--- config.mk ---
export PLATFORM = sky130hd
export DESIGN_NAME = bcd_count_mod
export DESIGN_NICKNAME = d
export VERILOG_FILES = /design/src/rtl/bcd_pkg.sv /design/src/rtl/bcd_digit_updn.sv /design/src/rtl/bcd_count_mod.sv
export SDC_FILE = /design/constraint.sdc
export NUM_CORES = 1
export LEC_CHECK = 0
export BUFFER_PORTS_ARGS = -buffer_cell sky130_fd_sc_hd__buf_4
export CAP_MARGIN = 10
export CORE_AREA = 2 2 53 60
export CTS_CLUSTER_SIZE = 30
export DETAILED_ROUTE_END_ITERATION = 10
export DIE_AREA = 0 0 55 62
export GPL_ROUTABILITY_DRIVEN = 1
export GPL_TIMING_DRIVEN = 0
export HOLD_SLACK_MARGIN = 0.1
export PLACE_DENSITY = 0.56
export SLEW_MARGIN = 0
export SYNTH_ARGS = -nofsm -noshare
export SYNTH_HDL_FRONTEND = slang
export SYNTH_SLANG_ARGS = --single-unit
--- constraint.sdc ---
create_clock -name clk -period 2.4 [get_ports clk]
set_input_delay 0 -clock clk [delete_from_list [all_inputs] [get_ports clk]]
set_output_delay 0 -clock clk [all_outputs]
set_load 0.05 [all_outputs]
--- src/rtl/bcd_pkg.sv ---
// bcd_pkg
//   Shared constants and helpers for the BCD counter family.
//   BCD_W     : width of one BCD digit.
//   bin2bcd   : converts a binary integer into packed BCD (up to 4 digits),
//               used to build the terminal-count constant at elaboration.
//   bcd_valid : 1 when every one of the low ndigits digits is 0..9.
package bcd_pkg;

  localparam int BCD_W    = 4;
  localparam int MAX_DIGS = 4;

  function automatic logic [MAX_DIGS*BCD_W-1:0] bin2bcd(input int value, input int ndigits);
    logic [MAX_DIGS*BCD_W-1:0] r;
    int v;
    r = '0;
    v = value;
    for (int i = 0; i < MAX_DIGS; i++) begin
      if (i < ndigits) begin
        r[i*BCD_W +: BCD_W] = 4'(v % 10);
        v = v / 10;
      end
    end
    return r;
  endfunction

  function automatic logic bcd_valid(input logic [MAX_DIGS*BCD_W-1:0] vec, input int ndigits);
    logic ok;
    ok = 1'b1;
    for (int i = 0; i < MAX_DIGS; i++) begin
      if ((i < ndigits) && (vec[i*BCD_W +: BCD_W] > 4'd9)) ok = 1'b0;
    end
    return ok;
  endfunction

endpackage

--- src/rtl/bcd_digit_updn.sv ---
// bcd_digit_updn
//   One registered BCD digit with up/down stepping.
//   clk, rst   : clock and synchronous active-high reset.
//   step       : advance this digit one position (lower digits wrapped).
//   up         : 1 = increment, 0 = decrement.
//   load, d    : parallel load of d.
//   force_zero : jump to 0 (counter wrap up / invalid-state recovery).
//   force_max  : jump to max_digit (counter wrap down / recovery).
//   q          : current digit value.
//   tc         : terminal digit for the current direction (9 up, 0 down).
module bcd_digit_updn
  import bcd_pkg::*;
(
  input  logic             clk,
  input  logic             rst,
  input  logic             step,
  input  logic             up,
  input  logic             load,
  input  logic [BCD_W-1:0] d,
  input  logic             force_zero,
  input  logic             force_max,
  input  logic [BCD_W-1:0] max_digit,
  output logic [BCD_W-1:0] q,
  output logic             tc
);

  logic [BCD_W-1:0] q_q;
  logic [BCD_W-1:0] q_d;

  always_comb begin
    q_d = q_q;
    if (load) begin
      q_d = d;
    end else if (force_zero) begin
      q_d = '0;
    end else if (force_max) begin
      q_d = max_digit;
    end else if (step) begin
      if (up) q_d = (q_q >= 4'd9) ? 4'd0 : q_q + 4'd1;
      else    q_d = (q_q == 4'd0) ? 4'd9 : q_q - 4'd1;
    end
  end

  always_ff @(posedge clk) begin
    if (rst) q_q <= '0;
    else     q_q <= q_d;
  end

  assign q  = q_q;
  assign tc = up ? (q_q == 4'd9) : (q_q == 4'd0);

endmodule

--- src/rtl/bcd_count_mod.sv ---
// bcd_count_mod
//   Cascadable BCD modulo-MODULUS up/down counter with parallel load.
//   Parameters: NDIGITS (1..4 digits), MODULUS (2..10^NDIGITS).
//   clk, rst  : clock, synchronous active-high reset.
//   en, up    : count enable and direction (1 = up).
//   load      : parallel load of load_val (BCD, digit 0 in [3:0]).
//   count     : current BCD value.
//   co        : combinational carry/borrow; tie to the next stage's en.
//   load_err  : only when BCD_LOAD_CHECK_EN is defined; high for one cycle
//               after a load of a non-BCD or out-of-range value, which is
//               rejected. Without the macro loads are unchecked and an
//               out-of-range count recovers on the next step.
module bcd_count_mod
  import bcd_pkg::*;
#(
  parameter int NDIGITS = 2,
  parameter int MODULUS = 60
) (
  input  logic                   clk,
  input  logic                   rst,
  input  logic                   en,
  input  logic                   up,
  input  logic                   load,
  input  logic [BCD_W*NDIGITS-1:0] load_val,
  output logic [BCD_W*NDIGITS-1:0] count,
  output logic                   co
`ifdef BCD_LOAD_CHECK_EN
  ,
  output logic                   load_err
`endif
);

  localparam int W = BCD_W * NDIGITS;

  if (NDIGITS < 1 || NDIGITS > MAX_DIGS || MODULUS < 2 || MODULUS > 10 ** NDIGITS) begin : g_bad_param
    $error("bcd_count_mod: illegal NDIGITS/MODULUS combination");
  end

  localparam logic [MAX_DIGS*BCD_W-1:0] MAX_FULL = bin2bcd(MODULUS - 1, NDIGITS);
  localparam logic [W-1:0]              MAX_BCD  = MAX_FULL[W-1:0];

  logic [W-1:0]         count_int;
  logic [NDIGITS-1:0]   tc;
  logic [NDIGITS-1:0]   chain;
  logic [MAX_DIGS*BCD_W-1:0] count_ext;
  logic [MAX_DIGS*BCD_W-1:0] load_ext;
  logic at_max, all_zero_dn, invalid, adv, load_ok, force_zero, force_max;

  always_comb begin
    count_ext = '0;
    count_ext[W-1:0] = count_int;
    load_ext = '0;
    load_ext[W-1:0] = load_val;
  end

  assign at_max      = (count_int == MAX_BCD);
  // With up=0 every digit flags tc at 0, so the AND is "count is zero".
  assign all_zero_dn = ~up & (&tc);
  // Plain compare on BCD vectors orders correctly once all digits are 0..9.
  assign invalid     = ~bcd_valid(count_ext, NDIGITS) | (count_int > MAX_BCD);

`ifdef BCD_LOAD_CHECK_EN
  assign load_ok = load & bcd_valid(load_ext, NDIGITS) & (load_val <= MAX_BCD);

  logic load_err_q, load_err_d;
  assign load_err_d = load & ~load_ok;
  always_ff @(posedge clk) begin
    if (rst) load_err_q <= 1'b0;
    else     load_err_q <= load_err_d;
  end
  assign load_err = load_err_q;
`else
  assign load_ok = load;
  logic unused_load_ext;
  assign unused_load_ext = ^load_ext;
`endif

  // A load cycle (accepted or rejected) never steps the counter.
  assign adv        = en & ~load & ~rst;
  assign force_zero = adv &  up & (at_max | invalid);
  assign force_max  = adv & ~up & (all_zero_dn | invalid);
  assign co         = adv & ((up & at_max) | all_zero_dn);

  generate
    for (genvar gi = 0; gi < NDIGITS; gi++) begin : g_digit
      if (gi == 0) begin : g_first
        assign chain[gi] = adv;
      end else begin : g_rest
        assign chain[gi] = chain[gi-1] & tc[gi-1];
      end

      bcd_digit_updn u_digit (
        .clk        (clk),
        .rst        (rst),
        .step       (chain[gi]),
        .up         (up),
        .load       (load_ok),
        .d          (load_val[gi*BCD_W +: BCD_W]),
        .force_zero (force_zero),
        .force_max  (force_max),
        .max_digit  (MAX_BCD[gi*BCD_W +: BCD_W]),
        .q          (count_int[gi*BCD_W +: BCD_W]),
        .tc         (tc[gi])
      );
    end
  endgenerate

  assign count = count_int;

endmodule
### Word-level counts from Yosys, hierarchy flattened

Cells that the tools add are included.

* flip-flop bits (word level): 8
* input port bits: 13
* word-level logic and storage cells: 55

* add/subtract/negate cells: 4
* $lt $le $gt $ge: 5
* eq/ne operators: 3
* muxes and demuxes: 18
* bitwise gates (word level): 18
* reductions and logical operators: 5

Operator list (number)
* 2-to-1 mux 4 bit: 14
* AND 1 bit: 10
* adder 4 x 1 -> 4 bit, second input constant: 2
* == test 4 bit, second input constant: 2
* == test 8 x 7 -> 1 bit, second input constant: 1
* >= comparator 4 bit, second input constant: 2
* > comparator 4 bit, second input constant: 2
* > comparator 8 x 7 -> 1 bit, second input constant: 1
* logical NOT 4 bit: 2
* nonzero test 4 bit: 2
* subtractor 4 x 1 -> 4 bit, second input constant: 2
* 2-to-1 mux 1 bit: 4
* inverter 1 bit: 4
* OR 1 bit: 4
* AND reduction 2 bit: 1

### Longest topological paths before layout

Gate-level depths: netlist (run 1).

* depth after elaboration: 10
* mapped depth: 7

### Hierarchy

A second synthesis (run 1) with hierarchy kept.

* cell total of the unflattened synthesis: 155
* area total of the unflattened synthesis: 1199.9 um^2

Modules (own cells, without submodules)
* bcd_digit_updn: times used 2, cells an instance 69, area an instance 545.5 um^2, seq. area each 80.1 um^2
* bcd_count_mod: times used 1, cells an instance 17, area an instance 108.9 um^2, seq. area each 0.0 um^2

### Least setup slack after synthesis (run 1)

No wires, ideal clock.

* path kind: register to register
* from: reg g_digit[1].u_digit.q_q[1]
* to: reg g_digit[1].u_digit.q_q[1]
* library setup time: 0.086 ns
* data arrival time: 2.292 ns
* data required time: 2.314 ns
* setup slack: 0.021 ns
* cell stages (with the launch flop): 8
* path buffers: 0
* cells stage by stage: dfxtp_1 > inv_1 > ha_1 > and3_2 > a211oi_2 > o211ai_2 > a221o_1 > a221oi_2

* word-level cells in the longest chain between the ends: 9

Ends and longest elaborated chain
* start: declaration: RTL line bcd_digit_updn.sv:27 `logic [BCD_W-1:0] q_q;`
* start signal: assignment: RTL line bcd_digit_updn.sv:46 `else q_q <= q_d;`
* > comparator 4 bit (tied with other cells): RTL line bcd_pkg.sv:30 `if ((i < ndigits) && (vec[i*BCD_W +: BCD_W] > 4'd9)) ok = 1'b0;`
* 2-to-1 mux 1 bit, on equally long branches: RTL line bcd_pkg.sv:30, bcd_digit_updn.sv:50
* inverter 1 bit or AND reduction 2 bit (tied branches): RTL line bcd_count_mod.sv:60, bcd_count_mod.sv:58
* OR 1 bit or AND 1 bit (tied branches): RTL line bcd_count_mod.sv:60, bcd_count_mod.sv:58
* OR 1 bit: RTL line bcd_count_mod.sv:81 `assign force_max = adv & ~up & (all_zero_dn | invalid);`
* AND 1 bit: RTL line bcd_count_mod.sv:81
* 2-to-1 mux 4 bit: RTL line bcd_digit_updn.sv:36 `end else if (force_max) begin`
* 2-to-1 mux 4 bit: RTL line bcd_digit_updn.sv:34 `end else if (force_zero) begin`
* 2-to-1 mux 4 bit: RTL line bcd_digit_updn.sv:32 `if (load) begin`

Several ways; a longest one is shown, not always the timed one. The select of a mux whose other input is x is not followed.
A chain may end at the register's enable or synchronous reset.

### Worst setup path in the final report (run 1)

* from: reg g_digit[0].u_digit.q_q[0]
* to: reg g_digit[1].u_digit.q_q[2]

* word-level cells in the longest chain between the ends: 10

Ends and longest elaborated chain
* start: declaration: RTL line bcd_digit_updn.sv:27
* start signal: assignment: RTL line bcd_digit_updn.sv:46
* > comparator 4 bit: RTL line bcd_pkg.sv:30
* 2-to-1 mux 1 bit (2 in a row): RTL line bcd_pkg.sv:30
* inverter 1 bit: RTL line bcd_count_mod.sv:60 `assign invalid = ~bcd_valid(count_ext, NDIGITS) | (count_int > MAX_BCD);`
* OR 1 bit: RTL line bcd_count_mod.sv:60
* OR 1 bit: RTL line bcd_count_mod.sv:81
* AND 1 bit: RTL line bcd_count_mod.sv:81
* 2-to-1 mux 4 bit: RTL line bcd_digit_updn.sv:36
* 2-to-1 mux 4 bit: RTL line bcd_digit_updn.sv:34
* 2-to-1 mux 4 bit: RTL line bcd_digit_updn.sv:32

Several ways; a longest one is shown, not always the timed one.

==> flow_summary.toml, run 1 <==
[status]
status = "finished, final reports clean"

[timing]
maxSlewHeadroom = 0.586
final_hold_viol_count = 0
max_freq_mhz = 451
finalSetupViolCount = 0
fin_crit_sh = 0.925
hold_slack_ps = 105
rsz0062_at_grt = "false"
fin_skew_ps = 3.59
setup-tns-final_ps = 0
final.min_clock_period_ps = 2220
final_max_slew_viol_count = 0
worst_slew_pin_slew_ps = 615
worst_slack_ps = 181

[final_layout]
diodes = 0
drive_gt1_frac = 0.259
largest_reg_flops = 8
fin_cells = 204
final_common_cell = "buf_4"
nets = 192
fillCellCount = 296
syn_to_final_growth_pct = 24.7
design_area_sq_mm = 0.00134
utilization = 0.464
final_cell_mix = "buf_4, nor2_1, inv_1, a21oi_1, o21ai_0"

[floorplanning]
dieHeight_um = 62
coreArea_sq_mm = 0.00289
rows = 21
boundaryPins = 22
die_area_sq_mm = 0.00341
start_util = 0.372
die_w_um = 55

[placement]
detailed_place_hpwl_um = 2520
io_buffers = 19
gp_congestion = 0.927
dp_cells = 197
place_ws_ps = 42.4
detailed_place.area_sq_mm = 0.00126

[synth]
netlist-cell-type-count = 51
synth-seq-area-share = 0.149
synthFlopType = "dfxtp_1"
ys_seq_elements = 8
synth_edf_count = 0
synthArstFlopShare = 0
synth_cells = 144
avgSynthCellArea_sq_um = 7.46
yosysWarningCount = 0
syn_nets = 164
syn_area_sq_mm = 0.00107

[route]
drt-total-wl_um = 3270
wl_per_cell_um = 16.0
vias = 1255
ant_nets = 0
viasPerCell = 6.15
drtPass1Iterations = 4
drt_iter0_drc = 48
drc_errors = 0

[worst_setup_path]
slowest_stage = "or3b_2"
setup.worst_path.class = "reg2reg"
worstPathArrival_ps = 2330
cp.required_ps = 2510
end_kind = "flop"
cp_max_fo = 7
crit_chain = "inv_1 -> ha_1 -> or3b_2 -> a211oi_2 -> o2111ai_1 -> o311ai_1 -> a221oi_1"
critPathMaxStageDelay_ps = 490
start_kind = "flop"

[power]
report.power.total_uw = 586
powerDensity_mw_per_mm2 = 437
p_leak_nw = 0.528
ir_worst_vdd_uv = 236

[global_routing]
grt_max_degree = 11
antenna_found_initial = 0
grt_first_pass_wirelength_um = 5070
grt_pass1_vias = 1097
grt.total_usage = 0.206
grt_remaining_overflow = 0

[flow_run]
cap_violations = 0

[clock_tree]
cts_tree = "built"
clkLatencyLatePin_ps = 260
clkSinkCount = 8
path_clk_slew_ps = 60
cts-root-buf = "clkbuf_4"
numCtsBuffers = 3
post_cts_buffers = 0
htree_levels = 1
cts_buffer_depth = 2

[hold_path]
hold_class = "in2reg"
report_power, final:
group,switching (mW),internal (mW)
Clock,0.0511,0.0576
Combinational,0.190,0.124
Sequential,0.0182,0.146
Total,0.259,0.327
metal layers:
layer,global-route usage,vias up,part of all wire
met3,0.0335,6,0.057
li1,-,604,-
met5,0,-,0
met4,0.0697,0,0.012
met1,0.277,606,0.44
met2,0.333,39,0.50
Yosys cell counts (3+ instances only):
master / instances / area (sq um)
nand2_1: 7 / 26.3
a211oi_1: 3 / 22.5
nor3_1: 4 / 20.0
ha_1: 7 / 87.6
clkbuf_1: 5 / 18.8
nor3b_1: 3 / 22.5
nor2_1: 15 / 56.3
buf_2: 3 / 15.0
dfxtp_1: 8 / 160
o21bai_1: 4 / 30.0
a21oi_1: 11 / 55.1
inv_1: 12 / 45.0
o221ai_1: 3 / 26.3
o32ai_1: 3 / 26.3
o21ai_0: 10 / 50.1
cell type report:
| type | count | area [sq um] | area share |
|---|---|---|---|
| well taps | 34 | 42.5 | 0.0317 |
| clock buffers | 3 | 22.5 | 0.0168 |
| multi-input cells | 114 | 832 | 0.621 |
| flip-flops and latches | 8 | 163 | 0.121 |
| inverters | 12 | 45.0 | 0.0336 |
| plain buffers | 10 | 52.6 | 0.0392 |
| repair buffers | 23 | 183 | 0.136 |
path summary, 6_finish.rpt:
kind	depth (start not counted)	slack (ps)	to	start
max reg2reg	7	180	g_digit[1].u_digit.q[2]	g_digit[0].u_digit.q[0]
min	3	110	g_digit[0].u_digit.q[1]	load_val[1]
min reg2reg	2	610	g_digit[1].u_digit.q[1]	g_digit[1].u_digit.q[1]
max	7	180	g_digit[1].u_digit.q[2]	g_digit[0].u_digit.q[0]
timing repair:
action / 4_1_cts / 5_1_grt
setup endpoints to repair: 0 / 5
hold endpoints to repair: 4 / 0
hold buffers: 4 / 0
gates resized for setup: 0 / 8
critical path: cells and delay by family (launching register included):
kind | cells | cell delay [ps]
AO/OA/AOI/OAI | 4 | 780
AND/OR/NAND/NOR | 1 | 490
flip-flops | 1 | 380
adder cells (fa/ha/maj) | 1 | 250
buffers and inverters | 1 | 170
kinds of logic after synthesis:
family          after synthesis  synth area share
simple gates                 47             0.234
buf+inv                      22            0.0908
mux                           1            0.0210
xor+xnor                      1           0.00815
flops                         8             0.149
compound gates               58             0.416
fa+ha+maj                     7            0.0815
Note: power is estimated with default switching activity, not from simulation.
==> run 2, diff against run 1 <==
--- a/config.mk
+++ b/config.mk
@@ -15,6 +15,7 @@
 export GPL_TIMING_DRIVEN = 0
 export HOLD_SLACK_MARGIN = 0.1
 export PLACE_DENSITY = 0.56
+export RECOVER_POWER = 50
 export SLEW_MARGIN = 0
 export SYNTH_ARGS = -nofsm -noshare
 export SYNTH_HDL_FRONTEND = slang
==> run 2 against run 1 <==
Effect of this change: sequential power about the same; sequential share of layout area is 0.24 points higher; worst setup slack worse by 1.5 ps; critical path depth did not move; non-clock buffer count is the same; via count fell by 1.3%; combinational power down 3%; utilization fell by 0.91 points; clock-buffer cell count is the same; global-route usage unchanged; flip-flop and latch count unchanged; cell area down 2.0%; largest power group unchanged.
==> flow_summary.toml, run 2 (same netlist as run 1, synthesis figures left out) <==
[status]
status = "finished, final reports clean"

[hold_path]
hold_class = "in2reg"
min_from = "load_val[1]"
hold-path-cell-count = 3
hold_path_end = "g_digit[0].u_digit.q[1]"

[power]
power_switching_uw = 260
p_leak_nw = 0.500
clock_power_share = 0.190
intPower_uw = 318
pwr-share-comb = 0.527
swShare = 0.450
power_frac_seq = 0.283
ir_worst_vdd_uv = 235
powerDensity_mw_per_mm2 = 440

[route]
ant_nets = 0
drt-total-wl_um = 3270
viasPerCell = 6.07
vias = 1239
drt_iter0_drc = 45
drc_errors = 0
wl_per_cell_um = 16.0
drtPass1Iterations = 4

[final_layout]
final_cell_mix = "nor2_1, buf_4, inv_1, clkbuf_1, a21oi_1"
syn_to_final_growth_pct = 22.2
fillCellCount = 302
nets = 192
design_area_sq_mm = 0.00131
regArea_sq_um = 163
final_common_cell = "nor2_1"
diodes = 0
largest_reg_flops = 8
drive_gt1_frac = 0.218
utilization = 0.455
multiInputGateArea_sq_um = 832

[floorplanning]
coreArea_sq_mm = 0.00289
start_util = 0.372
die_w_um = 55
die_area_sq_mm = 0.00341
rows = 21
boundaryPins = 22
dieHeight_um = 62

[global_routing]
antenna_found_initial = 0
grt_remaining_overflow = 0
grt_max_degree = 11
grt.total_usage = 0.206
grt_first_pass_wirelength_um = 5070
grt_pass1_vias = 1097

[timing]
final_hold_viol_count = 0
worst_slack_ps = 179
fin_skew_ps = 4.47
final.min_clock_period_ps = 2220
fin_crit_sh = 0.925
finalSetupViolCount = 0
maxSlewHeadroom = 0.580
final_max_slew_viol_count = 0
max_freq_mhz = 450
worst_slew_pin_slew_ps = 623
setup-tns-final_ps = 0
rsz0062_at_grt = "false"
hold_slack_ps = 103

[clock_tree]
path_clk_slew_ps = 60
clkLatencyLatePin_ps = 260
numCtsBuffers = 3
cts_buffer_depth = 2
cts-root-buf = "clkbuf_4"
cts_tree = "built"
htree_levels = 1
clkSinkCount = 8

[worst_setup_path]
r2r-start = "g_digit[0].u_digit.q[0]"
reg2regPathDepth = 7
reg2reg_slack_ps = 180
cp.required_ps = 2520
cp_max_fo = 7
start_kind = "flop"
setup.worst_path.class = "reg2reg"
worstPathArrival_ps = 2340
end_kind = "flop"
reg2reg_to = "g_digit[1].u_digit.q[2]"

[placement]
io_buffers = 19
detailed_place_hpwl_um = 2520
detailed_place.area_sq_mm = 0.00126
gp_congestion = 0.927
place_ws_ps = 42.4

[flow_run]
cap_violations = 0
run 2: cell count changes in the layout (fill, tap and decap cells not counted), sizes merged:
cell and delta:
buf -7, clkbuf +7
run 2: worst max path at each step:
stage                                        from                      end  slack [ps]  depth (start not counted)
after floorplan           g_digit[1].u_digit.q[1]  g_digit[1].u_digit.q[1]          20                          7
after global placement    g_digit[1].u_digit.q[0]  g_digit[1].u_digit.q[0]          80                          6
after detailed placement  g_digit[1].u_digit.q[0]  g_digit[1].u_digit.q[0]          40                          6
after CTS                 g_digit[1].u_digit.q[0]  g_digit[1].u_digit.q[0]          20                          6
after global routing      g_digit[0].u_digit.q[0]  g_digit[1].u_digit.q[1]           1                          7
final                     g_digit[0].u_digit.q[0]  g_digit[1].u_digit.q[2]         180                          7
run 2: critical path: stages, from the launching register on:
cell       delay [ps]
dfxtp_1           380
inv_1             170
ha_1              250
or3b_2            490
a211oi_2          330
o2111ai_1         160
o311ai_1          140
a221oi_1          160
run 2: cell type report:
class	instances	share of cell area
clock buffer	3	0.0171
tap	34	0.0324
timing repair buffer	23	0.119
multi-input combinational	114	0.633
buffer	10	0.0400
inverter	12	0.0343
sequential	8	0.124
run 2: power groups by stage:
stage	Sequential (mW)	Combinational [mW]	Clock, mW
2_1_floorplan	0.202	0.181	0
3_3_place_gp	0.165	0.299	0
3_5_place_dp	0.166	0.302	0
4_1_cts	0.163	0.308	0.110
5_1_grt	0.166	0.333	0.115
6_report	0.164	0.305	0.110
run 2: metal layers:
| metal | up-vias | track usage | routed length, um | share of wire |
|---|---|---|---|---|
| met5 | - | 0 | 0 | 0 |
| met4 | 0 | 0.0697 | 31 | 0.0095 |
| met3 | 4 | 0.0335 | 159 | 0.049 |
| met2 | 37 | 0.333 | 1640 | 0.50 |
| met1 | 596 | 0.277 | 1440 | 0.44 |
| li1 | 602 | - | - | - |
run 2: metrics by stage:
stage / total power, mW / std cells
2_1_floorplan: 0.383 / 144
3_3_place_gp: 0.464 / 197
3_5_place_dp: 0.468 / 197
4_1_cts: 0.581 / 204
5_1_grt: 0.614 / 204
6_report: 0.578 / 204
run 2: what timing repair did:
| action | 4_1_cts | 5_1_grt |
|---|---|---|
| hold endpoints to repair | 4 | 0 |
| buffers inserted | 0 | 0 |
| resized for setup | 0 | 8 |
| setup endpoints to repair | 0 | 5 |
| hold buffers | 4 | 0 |
==> run 3, diff against run 2 <==
--- a/config.mk
+++ b/config.mk
@@ -14,7 +14,7 @@
 export GPL_ROUTABILITY_DRIVEN = 1
 export GPL_TIMING_DRIVEN = 0
 export HOLD_SLACK_MARGIN = 0.1
-export PLACE_DENSITY = 0.56
+export PLACE_DENSITY = 0.66
 export RECOVER_POWER = 50
 export SLEW_MARGIN = 0
 export SYNTH_ARGS = -nofsm -noshare
==> constraint.sdc (replaced) <==
create_clock -name clk -period 2.4 [get_ports clk]
set_input_delay 0.36 -clock clk [delete_from_list [all_inputs] [get_ports clk]]
set_output_delay 0.36 -clock clk [all_outputs]
set_load 0.05 [all_outputs]
==> run 3 against run 2 <==
Effect of this change: critical path depth down 1; non-clock buffer count is 3 lower; die area unchanged; flip-flop and latch count unchanged; via count is 2.3% lower.
==> flow_summary.toml, run 3 (same netlist as run 1, synthesis figures left out) <==
[power]
power_switching_uw = 261
power_frac_seq = 0.279
clock_power_share = 0.193
ir_worst_vdd_uv = 310
report.power.total_uw = 584
swShare = 0.447
p_leak_nw = 0.511
pwr-share-comb = 0.528
powerDensity_mw_per_mm2 = 444
intPower_uw = 323

[global_routing]
grt_pass1_vias = 1115
grt_first_pass_wirelength_um = 5090
grt_remaining_overflow = 0
antenna_found_initial = 0
grt_max_degree = 11
grt.total_usage = 0.204

[floorplanning]
boundaryPins = 22
dieHeight_um = 62
die_area_sq_mm = 0.00341
start_util = 0.372
die_w_um = 55
coreArea_sq_mm = 0.00289
rows = 21

[timing]
worst_slew_pin_slew_ps = 587
fin_skew_ps = 12.4
hold_slack_ps = 336
final_max_slew_viol_count = 0
final_hold_viol_count = 0
finalSetupViolCount = 0
rsz0062_at_grt = "true"
max_freq_mhz = 429
worst_slack_ps = 70.8
final.min_clock_period_ps = 2330
setup-tns-final_ps = 0
maxSlewHeadroom = 0.604
fin_crit_sh = 0.971

[route]
viasPerCell = 6.02
drt_iter0_drc = 45
drc_errors = 0
ant_nets = 0
vias = 1210
wl_per_cell_um = 15.5
drt-total-wl_um = 3120
drtPass1Iterations = 4

[placement]
detailed_place_hpwl_um = 2390
place_ws_ps = 123
io_buffers = 19
gp_congestion = 0.912

[hold_path]
hold_path_end = "g_digit[0].u_digit.q[3]"
min_from = "load_val[3]"
hold_class = "in2reg"
hold-path-cell-count = 3

[clock_tree]
cts_tree = "built"
clkSinkCount = 8
numCtsBuffers = 3
htree_levels = 1
cts-root-buf = "clkbuf_4"
cts_buffer_depth = 2
clkLatencyLatePin_ps = 270
path_clk_slew_ps = 60

[worst_setup_path]
reg2reg_to = "g_digit[1].u_digit.q[1]"
setup.worst_path.class = "reg2out"
r2r-start = "g_digit[1].u_digit.q[1]"
worstPathArrival_ps = 1970
reg2reg_slack_ps = 120
reg2regPathDepth = 7
end_kind = "primary output"
cp_max_fo = 7
start_kind = "flop"
cp.required_ps = 2040

[final_layout]
nets = 189
final_common_cell = "buf_4"
syn_to_final_growth_pct = 22.5
largest_reg_flops = 8
drive_gt1_frac = 0.269
final_cell_mix = "buf_4, nor2_1, inv_1, a21oi_1, o21ai_0"
utilization = 0.455
diodes = 0

[flow_run]
cap_violations = 0

[status]
status = "finished, final reports clean"
run 3: layer usage:
metal / track usage / part of all wire
met5: 0 / 0
met3: 0.0215 / 0.055
met4: 0.0732 / 0.016
met2: 0.333 / 0.48
met1: 0.276 / 0.45
run 3: metrics by stage:
stage / std cells / area, sq um
floorplan: 144 / 1090
global placement: 197 / 1270
detailed placement: 197 / 1270
CTS: 200 / 1300
global route: 201 / 1320
finish: 201 / 1320
run 3: critical path, cell delays in order (launching register included):
cell	delay, ps
dfxtp_1	380
inv_1	170
ha_2	240
nor2b_1	200
nand4b_1	270
a21oi_4	220
buf_4	210
run 3: layout make-up:
| class | count | area, sq um |
|---|---|---|
| flip-flops and latches | 8 | 161 |
| plain buffers | 10 | 52.6 |
| clock buffers | 3 | 22.5 |
| repair buffers | 20 | 146 |
| inverters | 12 | 45.0 |
| fillers | 318 | 1570 |
| multi-input cells | 114 | 846 |
| well taps | 34 | 42.5 |
run 3: power by group through the flow:
stage,Sequential [mW],Clock (mW),Combinational (mW)
after detailed placement,0.166,0,0.300
after floorplan,0.203,0,0.182
final,0.163,0.113,0.309
after global routing,0.166,0.118,0.338
after CTS,0.163,0.111,0.301
after global placement,0.165,0,0.297
run 3: how the worst max path moves through the flow:
stage / depth (start not counted) / start / slack, ps / to
2_1_floorplan: 7 / g_digit[1].u_digit.q[1] / 20 / g_digit[1].u_digit.q[1]
3_3_place_gp: 7 / g_digit[0].u_digit.q[0] / 100 / g_digit[1].u_digit.q[2]
3_5_place_dp: 7 / g_digit[0].u_digit.q[0] / 120 / g_digit[1].u_digit.q[2]
4_1_cts: 7 / g_digit[1].u_digit.q[1] / 40 / co
5_1_grt: 7 / g_digit[0].u_digit.q[1] / -70 / co
6_report: 6 / g_digit[0].u_digit.q[0] / 70 / co
run 3: repair_timing:
action	4_1_cts	5_1_grt
resized for setup	1	6
setup buffers	0	1
hold buffers	0	0
endpoints found under the setup margin	1	5
hold endpoints to repair	0	0
pin swaps	0	1
